===== src/rtl/alu_multiword_seq_pkg.sv =====
// Shared definitions for the multi-word ALU sequencer: processor flag slots,
// the single-word ALU opcode set, and the sequencer state/op helpers.
`ifndef ALU_INOUT_WIDTH
`define ALU_INOUT_WIDTH 8
`endif
`ifndef PROC_FLAGS_MSB_POS
`define PROC_FLAGS_MSB_POS 3
`endif

package pkg_pflags;
  localparam int pf_width  = `PROC_FLAGS_MSB_POS + 1;
  localparam int pf_slot_c = 0;
  localparam int pf_slot_z = 1;
  localparam int pf_slot_n = 2;
  localparam int pf_slot_v = 3;
endpackage

package pkg_alu;
  typedef enum logic [3:0] {
    alu_add  = 4'd0,
    alu_adc  = 4'd1,
    alu_sub  = 4'd2,
    alu_sbc  = 4'd3,
    alu_cmp  = 4'd4,
    alu_and  = 4'd5,
    alu_orr  = 4'd6,
    alu_xor  = 4'd7,
    alu_lsl  = 4'd8,
    alu_lsr  = 4'd9,
    alu_asr  = 4'd10,
    alu_rol  = 4'd11,
    alu_ror  = 4'd12,
    alu_rolc = 4'd13,
    alu_rorc = 4'd14
  } alu_op_t;
endpackage

package pkg_alu_seq;
  import pkg_alu::*;

  typedef enum logic [1:0] {
    seq_idle,
    seq_exec,
    seq_done
  } seq_state_t;

  // Upper words continue the carry chain: additions become adc and all
  // subtraction-like ops become sbc; logic ops are word-independent.
  function automatic alu_op_t map_op(input alu_op_t op, input logic first_word);
    alu_op_t mapped;
    mapped = op;
    if (!first_word) begin
      case (op)
        alu_add, alu_adc:          mapped = alu_adc;
        alu_sub, alu_sbc, alu_cmp: mapped = alu_sbc;
        default:                   mapped = op;
      endcase
    end
    return mapped;
  endfunction

  function automatic logic is_supported(input alu_op_t op);
    case (op)
      alu_add, alu_adc, alu_sub, alu_sbc, alu_cmp,
      alu_and, alu_orr, alu_xor: return 1'b1;
      default:                   return 1'b0;
    endcase
  endfunction
endpackage


===== src/rtl/alu_multiword_seq_alu.sv =====
// Existing single-word combinational ALU. Carry convention: sub/cmp give
// C=1 for no borrow, sbc consumes C as not-borrow; logic ops leave C alone.
`ifndef ALU_INOUT_WIDTH
`define ALU_INOUT_WIDTH 8
`endif
`ifndef PROC_FLAGS_MSB_POS
`define PROC_FLAGS_MSB_POS 3
`endif

module alu
  import pkg_alu::*;
  import pkg_pflags::*;
(
  input  alu_op_t                            op,
  input  logic [`ALU_INOUT_WIDTH-1:0]        a,
  input  logic [`ALU_INOUT_WIDTH-1:0]        b,
  input  logic [`PROC_FLAGS_MSB_POS:0]       flags_in,
  output logic [`ALU_INOUT_WIDTH-1:0]        result,
  output logic [`PROC_FLAGS_MSB_POS:0]       flags_out
);
  localparam int W = `ALU_INOUT_WIDTH;

  logic [W:0] sum;
  logic       cin;
  logic       c_out;
  logic       v_out;
  logic       arith;

  // Single-word operation and flag generation.
  always_comb begin
    cin    = flags_in[pf_slot_c];
    sum    = '0;
    result = a;
    c_out  = cin;
    v_out  = flags_in[pf_slot_v];
    arith  = 1'b0;
    case (op)
      alu_add:          begin sum = {1'b0, a} + {1'b0, b};                     arith = 1'b1; end
      alu_adc:          begin sum = {1'b0, a} + {1'b0, b} + (W+1)'(cin);       arith = 1'b1; end
      alu_sub, alu_cmp: begin sum = {1'b0, a} + {1'b0, ~b} + (W+1)'(1);        arith = 1'b1; end
      alu_sbc:          begin sum = {1'b0, a} + {1'b0, ~b} + (W+1)'(cin);      arith = 1'b1; end
      alu_and:  result = a & b;
      alu_orr:  result = a | b;
      alu_xor:  result = a ^ b;
      alu_lsl:  begin result = {a[W-2:0], 1'b0};   c_out = a[W-1]; end
      alu_lsr:  begin result = {1'b0, a[W-1:1]};   c_out = a[0];   end
      alu_asr:  begin result = {a[W-1], a[W-1:1]}; c_out = a[0];   end
      alu_rol:  begin result = {a[W-2:0], a[W-1]}; c_out = a[W-1]; end
      alu_ror:  begin result = {a[0], a[W-1:1]};   c_out = a[0];   end
      alu_rolc: begin result = {a[W-2:0], cin};    c_out = a[W-1]; end
      alu_rorc: begin result = {cin, a[W-1:1]};    c_out = a[0];   end
      default:  result = a;
    endcase
    if (arith) begin
      result = sum[W-1:0];
      c_out  = sum[W];
      if (op == alu_add || op == alu_adc)
        v_out = (a[W-1] == b[W-1]) && (sum[W-1] != a[W-1]);
      else
        v_out = (a[W-1] != b[W-1]) && (sum[W-1] != a[W-1]);
    end
    flags_out            = flags_in;
    flags_out[pf_slot_c] = c_out;
    flags_out[pf_slot_z] = (result == '0);
    flags_out[pf_slot_n] = result[W-1];
    flags_out[pf_slot_v] = v_out;
  end
endmodule


===== src/rtl/alu_multiword_seq.sv =====
// Multi-precision sequencer: walks NUM_WORDS word pairs LSW-first through
// one ALU instance, chaining carry and accumulating the zero flag.
`ifndef ALU_INOUT_WIDTH
`define ALU_INOUT_WIDTH 8
`endif
`ifndef PROC_FLAGS_MSB_POS
`define PROC_FLAGS_MSB_POS 3
`endif

module alu_multiword_seq
  import pkg_alu::*;
  import pkg_pflags::*;
  import pkg_alu_seq::*;
#(
  parameter int NUM_WORDS = 2,
  parameter int WORD_W    = `ALU_INOUT_WIDTH
) (
  input  logic                          clk,
  input  logic                          rst_n,
  input  logic                          req_valid,
  output logic                          req_ready,
  input  alu_op_t                       req_op,
  input  logic [NUM_WORDS*WORD_W-1:0]   req_a,
  input  logic [NUM_WORDS*WORD_W-1:0]   req_b,
  input  logic [`PROC_FLAGS_MSB_POS:0]  req_flags,
  output logic                          rsp_valid,
  input  logic                          rsp_ready,
  output logic [NUM_WORDS*WORD_W-1:0]   rsp_result,
  output logic [`PROC_FLAGS_MSB_POS:0]  rsp_flags,
  output logic                          rsp_err
);
  localparam int FW    = `PROC_FLAGS_MSB_POS + 1;
  localparam int CNT_W = (NUM_WORDS > 1) ? $clog2(NUM_WORDS) : 1;
  localparam logic [CNT_W-1:0] LAST_WORD = CNT_W'(NUM_WORDS - 1);
  localparam logic [FW-1:0]    CZ_MASK   = FW'((1 << pf_slot_c) | (1 << pf_slot_z));

  seq_state_t state, state_nxt;

  logic [CNT_W-1:0]            cnt;
  logic [NUM_WORDS*WORD_W-1:0] a_reg;
  logic [NUM_WORDS*WORD_W-1:0] b_reg;
  alu_op_t                     op_reg;
  logic [FW-1:0]               flags_reg;
  logic                        carry;
  logic                        zacc;

  alu_op_t                     alu_op;
  logic [WORD_W-1:0]           alu_a;
  logic [WORD_W-1:0]           alu_b;
  logic [FW-1:0]               alu_flags_in;
  logic [WORD_W-1:0]           alu_result;
  logic [FW-1:0]               alu_flags_out;
  logic [FW-1:0]               final_flags;

  alu u_alu (
    .op        (alu_op),
    .a         (alu_a),
    .b         (alu_b),
    .flags_in  (alu_flags_in),
    .result    (alu_result),
    .flags_out (alu_flags_out)
  );

  // Current word selection and ALU control; final flags take C/Z from the
  // chain and every other bit from the latched request flags.
  always_comb begin
    alu_op                  = map_op(op_reg, cnt == '0);
    alu_a                   = a_reg[int'(cnt)*WORD_W +: WORD_W];
    alu_b                   = b_reg[int'(cnt)*WORD_W +: WORD_W];
    alu_flags_in            = flags_reg;
    alu_flags_in[pf_slot_c] = carry;
    final_flags             = (alu_flags_out & CZ_MASK) | (flags_reg & ~CZ_MASK);
    final_flags[pf_slot_z]  = zacc & alu_flags_out[pf_slot_z];
  end

  // State register.
  always_ff @(posedge clk or negedge rst_n) begin
    if (!rst_n) state <= seq_idle;
    else        state <= state_nxt;
  end

  // Next-state and handshake outputs.
  always_comb begin
    state_nxt = state;
    req_ready = 1'b0;
    rsp_valid = 1'b0;
    case (state)
      seq_idle: begin
        req_ready = 1'b1;
        if (req_valid) state_nxt = is_supported(req_op) ? seq_exec : seq_done;
      end
      seq_exec: if (cnt == LAST_WORD) state_nxt = seq_done;
      seq_done: begin
        rsp_valid = 1'b1;
        if (rsp_ready) state_nxt = seq_idle;
      end
      default:  state_nxt = seq_idle;
    endcase
  end

  // Operand latching, per-word result/carry/zero updates and response capture.
  always_ff @(posedge clk or negedge rst_n) begin
    if (!rst_n) begin
      cnt        <= '0;
      a_reg      <= '0;
      b_reg      <= '0;
      op_reg     <= alu_add;
      flags_reg  <= '0;
      carry      <= 1'b0;
      zacc       <= 1'b0;
      rsp_result <= '0;
      rsp_flags  <= '0;
      rsp_err    <= 1'b0;
    end else begin
      case (state)
        seq_idle: if (req_valid) begin
          // Result starts as A so cmp, which never writes, returns A.
          rsp_result <= req_a;
          if (is_supported(req_op)) begin
            a_reg     <= req_a;
            b_reg     <= req_b;
            op_reg    <= req_op;
            flags_reg <= req_flags;
            carry     <= req_flags[pf_slot_c];
            zacc      <= 1'b1;
            cnt       <= '0;
          end else begin
            rsp_flags <= req_flags;
            rsp_err   <= 1'b1;
          end
        end
        seq_exec: begin
          if (op_reg != alu_cmp) rsp_result[int'(cnt)*WORD_W +: WORD_W] <= alu_result;
          carry <= alu_flags_out[pf_slot_c];
          zacc  <= zacc & alu_flags_out[pf_slot_z];
          if (cnt == LAST_WORD) begin
            cnt       <= '0;
            rsp_flags <= final_flags;
            rsp_err   <= 1'b0;
          end else begin
            cnt <= cnt + CNT_W'(1);
          end
        end
        default: ;
      endcase
    end
  end
endmodule


===== config.mk =====
export PLATFORM = sky130hd
export DESIGN_NAME = alu_multiword_seq
export DESIGN_NICKNAME = d
export VERILOG_FILES = /design/src/rtl/alu_multiword_seq_pkg.sv /design/src/rtl/alu_multiword_seq_alu.sv /design/src/rtl/alu_multiword_seq.sv
export SDC_FILE = /design/constraint.sdc
export NUM_CORES = 1
export LEC_CHECK = 0
export ABC_AREA = 1
export ABC_CLOCK_PERIOD_IN_PS = 5100
export CAP_MARGIN = 0
export CELL_PAD_IN_SITES_DETAIL_PLACEMENT = 1
export CELL_PAD_IN_SITES_GLOBAL_PLACEMENT = 2
export CORE_AREA = 8 8 139 141
export DETAILED_ROUTE_END_ITERATION = 8
export DIE_AREA = 0 0 147 149
export PLACE_DENSITY = 0.88
export SETUP_SLACK_MARGIN = 0.3
export SYNTH_ARGS = -nofsm -noshare
export SYNTH_HDL_FRONTEND = slang
export SYNTH_HIERARCHICAL = 1
export SYNTH_SLANG_ARGS = --single-unit

===== constraint.sdc =====
create_clock -name clk -period 5.1 [get_ports clk]
set_input_delay 1.02 -clock clk [delete_from_list [all_inputs] [get_ports clk]]
set_output_delay 1.02 -clock clk [all_outputs]
set_load 0.005 [all_outputs]

# Word level (Yosys, flattened, before mapping)
# Index checks and enable logic that the tools add are counted.
[totals] output_inout_bits=23 elab_cells=114 reg_bits=66 inputBits=44
[op_classes] n_reduce_logical=16 shift=4 bitwise_logic=6 muxes=43 n_addsub=7 eq_ne=27
[ops] cell="8-bit one-hot mux with 10 select lines" n=1
[ops] cell="9-bit one-hot mux with 4 select lines" n=1
[ops] cell="4-bit negation with 33-bit output" n=1
[ops] cell="8-bit by 33-bit variable shift with 16-bit output, first input constant" n=1
[ops] cell="8-bit by 33-bit indexed part select with 16-bit output" n=1
[ops] cell="16-bit two-way mux" n=2
[ops] cell="16-bit one-hot mux with 2 select lines" n=1
[ops] cell="16-bit by 5-bit indexed part select with 8-bit output" n=2
[ops] cell="4-bit equality test, second input constant" n=7
[ops] cell="4-bit by 3-bit equality test with 1-bit output, second input constant" n=5
[ops] cell="1-bit two-way mux" n=20
[ops] cell="8-bit by 8-bit adder with 9-bit output" n=2
[ops] cell="9-bit by 1-bit adder with 9-bit output" n=2
[ops] cell="16-bit bitwise mux" n=1
[ops] cell="4-bit by 2-bit equality test with 1-bit output, second input constant" n=4
[ops] cell="4-bit two-way mux" n=4
[ops] cell="4-bit one-hot mux with 2 select lines" n=2
[ops] cell="2-bit != test, second input constant" n=6
[ops] cell="3-bit AND reduction" n=4
[ops] cell="1-bit one-hot mux with 2 select lines" n=5
[ops] cell="9-bit by 1-bit adder with 9-bit output, second input constant" n=1
[ops] cell="8-bit AND" n=1
[ops] cell="4-bit by 1-bit equality test with 1-bit output, second input constant" n=2
[ops] cell="4-bit logical NOT" n=2
[ops] cell="other kinds (20)" n=25

# Longest topological paths before layout
[logic_depth] word_depth=12 ltp_mapped=30 mapped_depth_nobuf=28

# Hierarchy
# Netlist, hierarchy kept.
[by_module_without_submodules] mod="alu_multiword_seq" n_inst=1 cells_each=411 area_each_um2=3233.1 seq_area_each_um2=1626.6
[by_module_without_submodules] mod="alu" n_inst=1 cells_each=441 area_each_um2=2259.7 seq_area_each_um2=0.0

# Least setup slack after synthesis
# No wires, ideal clock.
[synth_timing] path_kind="flip-flop to flip-flop" startpoint="reg cnt" endpoint="reg rsp_flags[1]" setup_ns=0.065 period_less_slack_ns=3.461 path_buffers=3 required_ns=5.035 arrival_time_ns=3.396 stages_incl_launch_ff=28 path_slack_ns=1.639 path_cell_list="dfrtp_1 > buf_2 > inv_2 > buf_2 > buf_1 > nand2_1 > nand2_1 > inv_1 > fa_1 > nand3_1 > nand2_1 > inv_1 > ha_1 > nand2_1 > nand2_1 > nor2_1 > nand2_1 > nor2_1 > nand2_1 > nor2_1 > nand2_1 > nor2_1 > nand2_1 > nor2_2 > a21oi_1 > nor2_1 > nand2_1 > nand2_1"
[synth_between] elab_cells_between_ends=39 cone_classes="5 x add/sub; 15 x eq/ne; 2 x shift; 7 x mux; 5 x bitwise; 5 x reduce/logical"
[synth_lines] item="from (decl)" line="alu_multiword_seq.sv:39" text="logic [CNT_W-1:0] cnt;"
[synth_lines] item="from (signal assigned)" line="alu_multiword_seq.sv:141" text="cnt <= cnt + CNT_W'(1);"
[synth_lines] item="16-bit by 5-bit indexed part select with 8-bit output (*)" line="alu_multiword_seq.sv:68" text="alu_a = a_reg[int'(cnt)*WORD_W +: WORD_W];"
[synth_lines] item="named net alu_a[1]" line="alu_multiword_seq.sv:48" text="logic [WORD_W-1:0] alu_a;"
[synth_lines] item="8-bit by 8-bit adder with 9-bit output, on equally long branches"
[synth_lines] item="9-bit by 1-bit adder with 9-bit output, on equally long branches" line="alu_multiword_seq_alu.sv:41, alu_multiword_seq_alu.sv:39, alu_multiword_seq_alu.sv:40"
[synth_lines] item="9-bit one-hot mux with 4 select lines" line="alu_multiword_seq_alu.sv:37" text="case (op)"
[synth_lines] item="8-bit two-way mux (*)" line="alu_multiword_seq_alu.sv:54" text="if (arith) begin"
[synth_lines] item="named net alu_result[1]" line="alu_multiword_seq.sv:51" text="logic [WORD_W-1:0] alu_result;"
[synth_lines] item="8-bit logical NOT (*)" line="alu_multiword_seq_alu.sv:64" text="flags_out[pf_slot_z] = (result == '0);"
[synth_lines] item="named net alu_flags_out[1]" line="alu_multiword_seq.sv:52" text="logic [FW-1:0] alu_flags_out;"
[synth_lines] item="1-bit AND (*)" line="alu_multiword_seq.sv:73" text="final_flags[pf_slot_z] = zacc & alu_flags_out[pf_slot_z];"
[synth_lines] item="4-bit two-way mux (*)" line="alu_multiword_seq.sv:136" text="if (cnt == LAST_WORD) begin"
[synth_lines] item="4-bit one-hot mux with 2 select lines (*)" line="alu_multiword_seq.sv:115" text="case (state)"
[synth_lines] item="to (signal assigned)" line="alu_multiword_seq.sv:128" text="rsp_flags <= req_flags;"
[synth_lines] item="to (signal assigned)" line="alu_multiword_seq.sv:138" text="rsp_flags <= final_flags;"
[synth_lines] item="to (decl)" line="alu_multiword_seq.sv:29" text="output logic [`PROC_FLAGS_MSB_POS:0] rsp_flags,"
# Mark *: on every way through the listed nets, which the timed path passes. The rest lies on a longest branch. The select of a mux whose other input is x is not followed.
# A chain may end at the register's enable or synchronous reset.

# Worst setup path in the final report
[layout_timing] startpoint="reg cnt" endpoint="reg rsp_flags[1]"
[layout_between] elab_cells_between_ends=39 cone_classes="5 x add/sub; 15 x eq/ne; 2 x shift; 7 x mux; 5 x bitwise; 5 x reduce/logical"
[layout_lines] item="16-bit by 5-bit indexed part select with 8-bit output (*)" line="alu_multiword_seq.sv:68"
[layout_lines] item="named net alu_a[0]" line="alu_multiword_seq.sv:48"
[layout_lines] item="8-bit by 8-bit adder with 9-bit output, on equally long branches"
[layout_lines] item="9-bit by 1-bit adder with 9-bit output, on equally long branches" line="alu_multiword_seq_alu.sv:41, alu_multiword_seq_alu.sv:39, alu_multiword_seq_alu.sv:40"
[layout_lines] item="9-bit one-hot mux with 4 select lines" line="alu_multiword_seq_alu.sv:37"
[layout_lines] item="8-bit two-way mux (*)" line="alu_multiword_seq_alu.sv:54"
[layout_lines] item="8-bit logical NOT (*)" line="alu_multiword_seq_alu.sv:64"
[layout_lines] item="named net alu_flags_out[1]" line="alu_multiword_seq.sv:52"
[layout_lines] item="1-bit AND (*)" line="alu_multiword_seq.sv:73"
[layout_lines] item="4-bit two-way mux (*)" line="alu_multiword_seq.sv:136"
[layout_lines] item="4-bit one-hot mux with 2 select lines (*)" line="alu_multiword_seq.sv:115"
# Marked as above.

==> metrics.md <==
| Metric | Value |
|---|---|
| Grt ovf | 0 |
| Resized Gates After CTS | 0 |
| Critical Path Sink Type | register |
| Initial antenna violation count | 0 |
| CTS H-tree depth | 3 |
| Kind of critical path | register to register |
| Die X | 147 um |
| Max Cap Viol | 0 |
| Mapped cell area | 5406 sq um |
| Port bufs | 66 |
| Tmin final | 4.142 ns |
| Slew Limit Fails | 0 |
| Placed Cells | 1106 |
| Slew margin rel. | 0.3084 |
| Drt wl/cell | 16.88 um |
| Placeable Area | 17060 sq um |
| Via density per instance | 4.898 |
| Type of origin of the critical path | register |
| CTS Buffer Depth | 2 |
| Least-Margin Pin Slew | 1.037 ns |
| Max Clk Rate | 241.4 MHz |
| DP Wirelength | 15.21 mm |
| Die H | 149 um |
| Worst Path Arrival | 4.41 ns |
| Final Setup Violations | 0 |
| Post-CTS Setup Bufs | 0 |
| First-pass iteration count of the detailed router | 4 |
| Initial Util | 0.3170 |
| IO Count | 67 |
| Via count | 5496 |
| ANT cells | 0 |
| First-pass GRT wire length | 31.31 mm |
| Crit path required time | 5.37 ns |
| Skew final | 0.01063 ns |
| Avg Cell Area, Syn | 6.452 sq um |
| Status | completed |
| Critical Path Fanout Max | 17 |
| Routability Congestion | 0.8718 |
| # clock sinks | 64 |
| Setup TNS | 0 ns |
| Hold Fails Final Rpt | 0 |
| YS warnings | 6 |
| Pin count of the biggest net entering global routing | 77 |
| Filler cells | 2238 |
| Cells after synthesis | 838 |
| Final antenna-violating net count | 0 |
| Syn_nets | 912 |
| Fraction of layout cells with a size suffix above 1 | 0.1037 |
| CTS tree | yes |
| Final cell count without fillers | 1122 |
| Die ar. | 21900 sq um |
| P&R area growth vs syn | 21.20% |
| Initial DRC count | 345 |
| Later-pin clock latency in the skew report | 0.33 ns |
| Nets | 966 |
| Drt total wl | 18.94 mm |
| Clk root buf | clkbuf_16 |
| Num rows | 48 |
| Hold-fix buffers, CTS | 0 |
| Drt drc | 0 |
| Total track usage | 0.1773 |
| RSZ-0062 raised after global routing | no |
| Number of CTS-inserted buffers | 9 |
| Min-delay worst type | register to register |
| Vias in the first global route | 5868 |
| Tcrit/Tclk final | 0.8122 |
| Clock transition at the registers of the reported paths | 0.06 ns |
-- placed cells by master (no fill, tap or decap), types with 2 or more instances in the layout --
master           instances
a21oi_1                 14
nand2_2                 26
a21oi_2                  2
buf_4                    4
dfrtp_1                 64
clkdlybuf4s50_1         65
nor3_1                   2
nand4_1                  3
o211ai_1                 4
o21bai_1                 2
nand3_1                 76
fa_1                     2
nand3b_1                 5
clkinv_2                 2
inv_2                    8
o22ai_1                  4
inv_1                  104
o21ai_2                 20
o221ai_1                 2
nor2_1                  60
nor2_4                   4
ha_1                    28
nand2_1                299
o21ai_0                 56
nor2_2                   5
clkbuf_16                9
o21ai_1                  6
bufinv_16                3
o2111ai_1                2
-- per-layer routing --
metal | track usage | vias up | routed length [um]
met2 | 0.2871 | 96 | 8715
met3 | 0.02549 | 23 | 640
li1 | - | 2749 | -
met5 | 0 | - | 0
met4 | 0.05405 | 0 | 399
met1 | 0.2401 | 2628 | 9189
-- worst max-delay path: stages (launching register included) --
cell and delay (ns):
dfrtp_1 0.50, inv_2 0.30, buf_4 0.26, nand2_1 0.07, nand2_1 0.13, ha_1 0.29
inv_1 0.09, fa_1 0.43, inv_1 0.11, nand2_1 0.09, nand2_1 0.09, nand2_1 0.05
nand2_1 0.07, nand2_1 0.12, inv_1 0.09, nand3_1 0.12, nor2_1 0.12, nand2_1 0.09
a31oi_1 0.19, nand2_1 0.11, nor2_1 0.21, nand2_1 0.10, nor2_2 0.08, a21oi_1 0.08
nor2_1 0.12, nand2_1 0.06, nand2_1 0.09
-- layout make-up --
class / instances / area (sq um) / share of cell area
repair buffers: 70 / 685.7 / 0.1046
clock inverters: 5 / 103.9 / 0.01585
flip-flops and latches: 64 / 1602 / 0.2444
clock buffers: 11 / 242.7 / 0.03704
inverters: 113 / 425.4 / 0.06492
multi-input cells: 634 / 3212 / 0.4902
well taps: 225 / 281.5 / 0.04296
-- metrics by stage --
step / util / hold WS, ns / cell area (sq um) / setup WS, ns
after floorplan: - / 0.4533 / 5406 / 1.642
after global placement: 0.3639 / 0.4563 / 6206 / 1.115
after detailed placement: 0.3639 / 0.4590 / 6206 / 1.061
after CTS: 0.3842 / 0.4740 / 6553 / 1.049
after global routing: 0.3842 / 0.4884 / 6553 / 0.5287
final: 0.3842 / 0.4705 / 6553 / 0.9580
-- worst paths after layout --
path | start | endpoint | slack [ns] | depth (start not counted)
max | cnt | rsp_flags[1] | 0.96 | 26
min | rsp_result[11] | rsp_result[11] | 0.47 | 2
max reg2reg | cnt | rsp_flags[1] | 0.96 | 26
min reg2reg | rsp_result[11] | rsp_result[11] | 0.47 | 2
max in group asynchronous | rst_n | b_reg[13] | 3.44 | 2
min in group asynchronous | rst_n | rsp_result[2] | 0.70 | 1
Power is not shown: default switching activity piles up to over one toggle a cycle in this logic, so the estimate is an artifact.
==> patch 1 (same settings) <==
The parameter `NUM_WORDS` goes from 2 to 4.
--- a/src/rtl/alu_multiword_seq.sv
+++ b/src/rtl/alu_multiword_seq.sv
@@ -12,7 +12,7 @@
   import pkg_pflags::*;
   import pkg_alu_seq::*;
 #(
-  parameter int NUM_WORDS = 2,
+  parameter int NUM_WORDS = 4,
   parameter int WORD_W    = `ALU_INOUT_WIDTH
 ) (
   input  logic                          clk,
Ports: changed (resized req_a, req_b and rsp_result); port bits go from 67 to 115. The function was not compared with the original's and may differ.
==> patch 1 against the unedited design <==
The run now fails in global placement (3_3_place_gp). Area after synthesis increased by 48%.
==> patch 1: results (changes against the unedited design) <==
[die]
die_x_um=147  ; unchanged

[status]
stop_error=[ERROR GPL-0301] Utilization 101.980 % exceeds 100%.
haltStage=global placement (3_3_place_gp)
status=stopped before the end

[logic_synthesis]
syn_nets=1259  ; +38%
ys_warn_count=6  ; unchanged
avgSynthCellArea_um2=6.949  ; +7.7%

[place]
io_buffers=114  ; +73%

==> patch 2 (same settings) <==
Without the edit above. The 3 states of `seq_state_t` get a one-hot encoding in 3 bits.
--- a/src/rtl/alu_multiword_seq_pkg.sv
+++ b/src/rtl/alu_multiword_seq_pkg.sv
@@ -38,10 +38,10 @@
 package pkg_alu_seq;
   import pkg_alu::*;
 
-  typedef enum logic [1:0] {
-    seq_idle,
-    seq_exec,
-    seq_done
+  typedef enum logic [2:0] {
+    seq_idle = 3'b001,
+    seq_exec = 3'b010,
+    seq_done = 3'b100
   } seq_state_t;
 
   // Upper words continue the carry chain: additions become adc and all
Formal check against the unedited RTL: same outputs for any inputs over 4 cycles, from zero or initial values and one cycle with rst_n low; so few cycles prove little.
==> patch 2 against the unedited design <==
Area after synthesis rose by 1.1%. Setup slack gained 0.17 ns. Final cell count up 4.2%. Final area increased by 0.21%. Core utilization up 0.081 points. Sequential cell count is 1 higher. Via count up 4.5%. Wire length up 2.6%.
==> patch 2: results (changes against the unedited design) <==
[status]
status=complete, no violations

[place]
io_buffers=66  ; unchanged
pre_cts_ws_ns=1.149  ; +0.08763 ns
place.gp.congestion=0.8876  ; +1.8%
post-dp-hpwl_um=15390  ; +1.2%
place_area_um2=6274  ; +1.1%

[clock_network]
cts.clk_slew.worst_paths_ns=0.06  ; about the same
htreeDepth=3  ; unchanged
cts_made_buffers=9  ; unchanged
insertion_delay_ns=0.33  ; about the same
cts_root_buffer=clkbuf_16
cts_max_path_buffers=2  ; unchanged
cts_resized=0  ; unchanged
postCtsSetupBuffers=0  ; unchanged

[global_route]
grt_pass1_wl_um=31600  ; +0.95%
grt_max_degree=66  ; -14%
grt_pass1_vias=5952  ; +1.4%
grt_use_total_pct=17.97  ; +0.24 points
antenna_found_initial=0  ; unchanged

[routing]
avgViaCountPerCell=4.911  ; +0.26%
drt_iter0_drc=274  ; -21%
met1_length_um=9283  ; +1.0%
top_layer=met4
avgRoutedWirePerCell_um=16.62  ; -1.6%
wl_met3_um=540  ; -16%
firstDrtPassIters=5  ; +1
met2_length_um=9317  ; +6.9%

[setup_path]
path_max_fanout=12  ; -5
critPathMaxStageDelay_ns=0.76  ; +0.26 ns
path_delay_family=simple AND/OR/NAND/NOR gates
cp.arrival_ns=4.25  ; -0.16 ns
crit_path_top_delay_cell=o21ai_0

[pwr]
vdd.ir_drop.worst_v=0.0002613
leakagePower_nw=3.555

[hold_path]
hold_class=flop to flop

[finish]
nNetsFinal=1013  ; +4.9%
syn_to_final_growth_pct=20.12
finalNonFillerCells=1169  ; +4.2%
drive_gt1_share_pct=5.508  ; -4.9 points
antennaDiodeCount=0  ; unchanged

[timing]
fin_worst_skew_ns=0.009742  ; -0.0008872 ns
max_slew_margin_pct=36.15  ; +5.3 points
fin_setup_tns_ns=0  ; unchanged

[logic_synthesis]
syn_nets=962  ; +5.5%
ys_warn_count=6  ; unchanged
avgSynthCellArea_um2=6.156  ; -4.6%

patch 2: final timing paths:
kind,from,end,depth (start not counted),slack [ns]
setup / recovery,op_reg[3],rsp_flags[1],26,1.12
hold / removal,rsp_result[3],rsp_result[3],2,0.47
setup reg to reg,op_reg[3],rsp_flags[1],26,1.12
hold reg to reg,rsp_result[3],rsp_result[3],2,0.47
max in group asynchronous,rst_n,a_reg[9],2,3.65
min in group asynchronous,rst_n,state[2],2,0.88
patch 2: routing by layer:
metal,vias up,GRT usage (%)
met5,-,0
met4,0,4.335
met3,17,2.731
met2,93,30.46
met1,2734,23.58
li1,2897,-
patch 2: layout make-up:
| class | instances | area, um^2 |
|---|---|---|
| timing repair buffer | 72 | 700.7 |
| inverter | 94 | 354.1 |
| multi-input combinational | 697 | 3309 |
| tap | 225 | 281.5 |
| sequential | 65 | 1628 |
| clock buffer | 13 | 250.2 |
| clock inverter | 3 | 42.54 |
| fill | 2301 | 10490 |
patch 2: tightest hold or removal path, delay by kind of cell (launching register included):
kind	cells	cell delay (ns)
flops	1	0.34
simple gates	2	0.09
patch 2: report_power, final:
group          internal [mW]  switching (mW)
combinational           1.24            2.65
clock                  0.391           0.222
sequential             0.756           0.144
total                   2.39            3.02
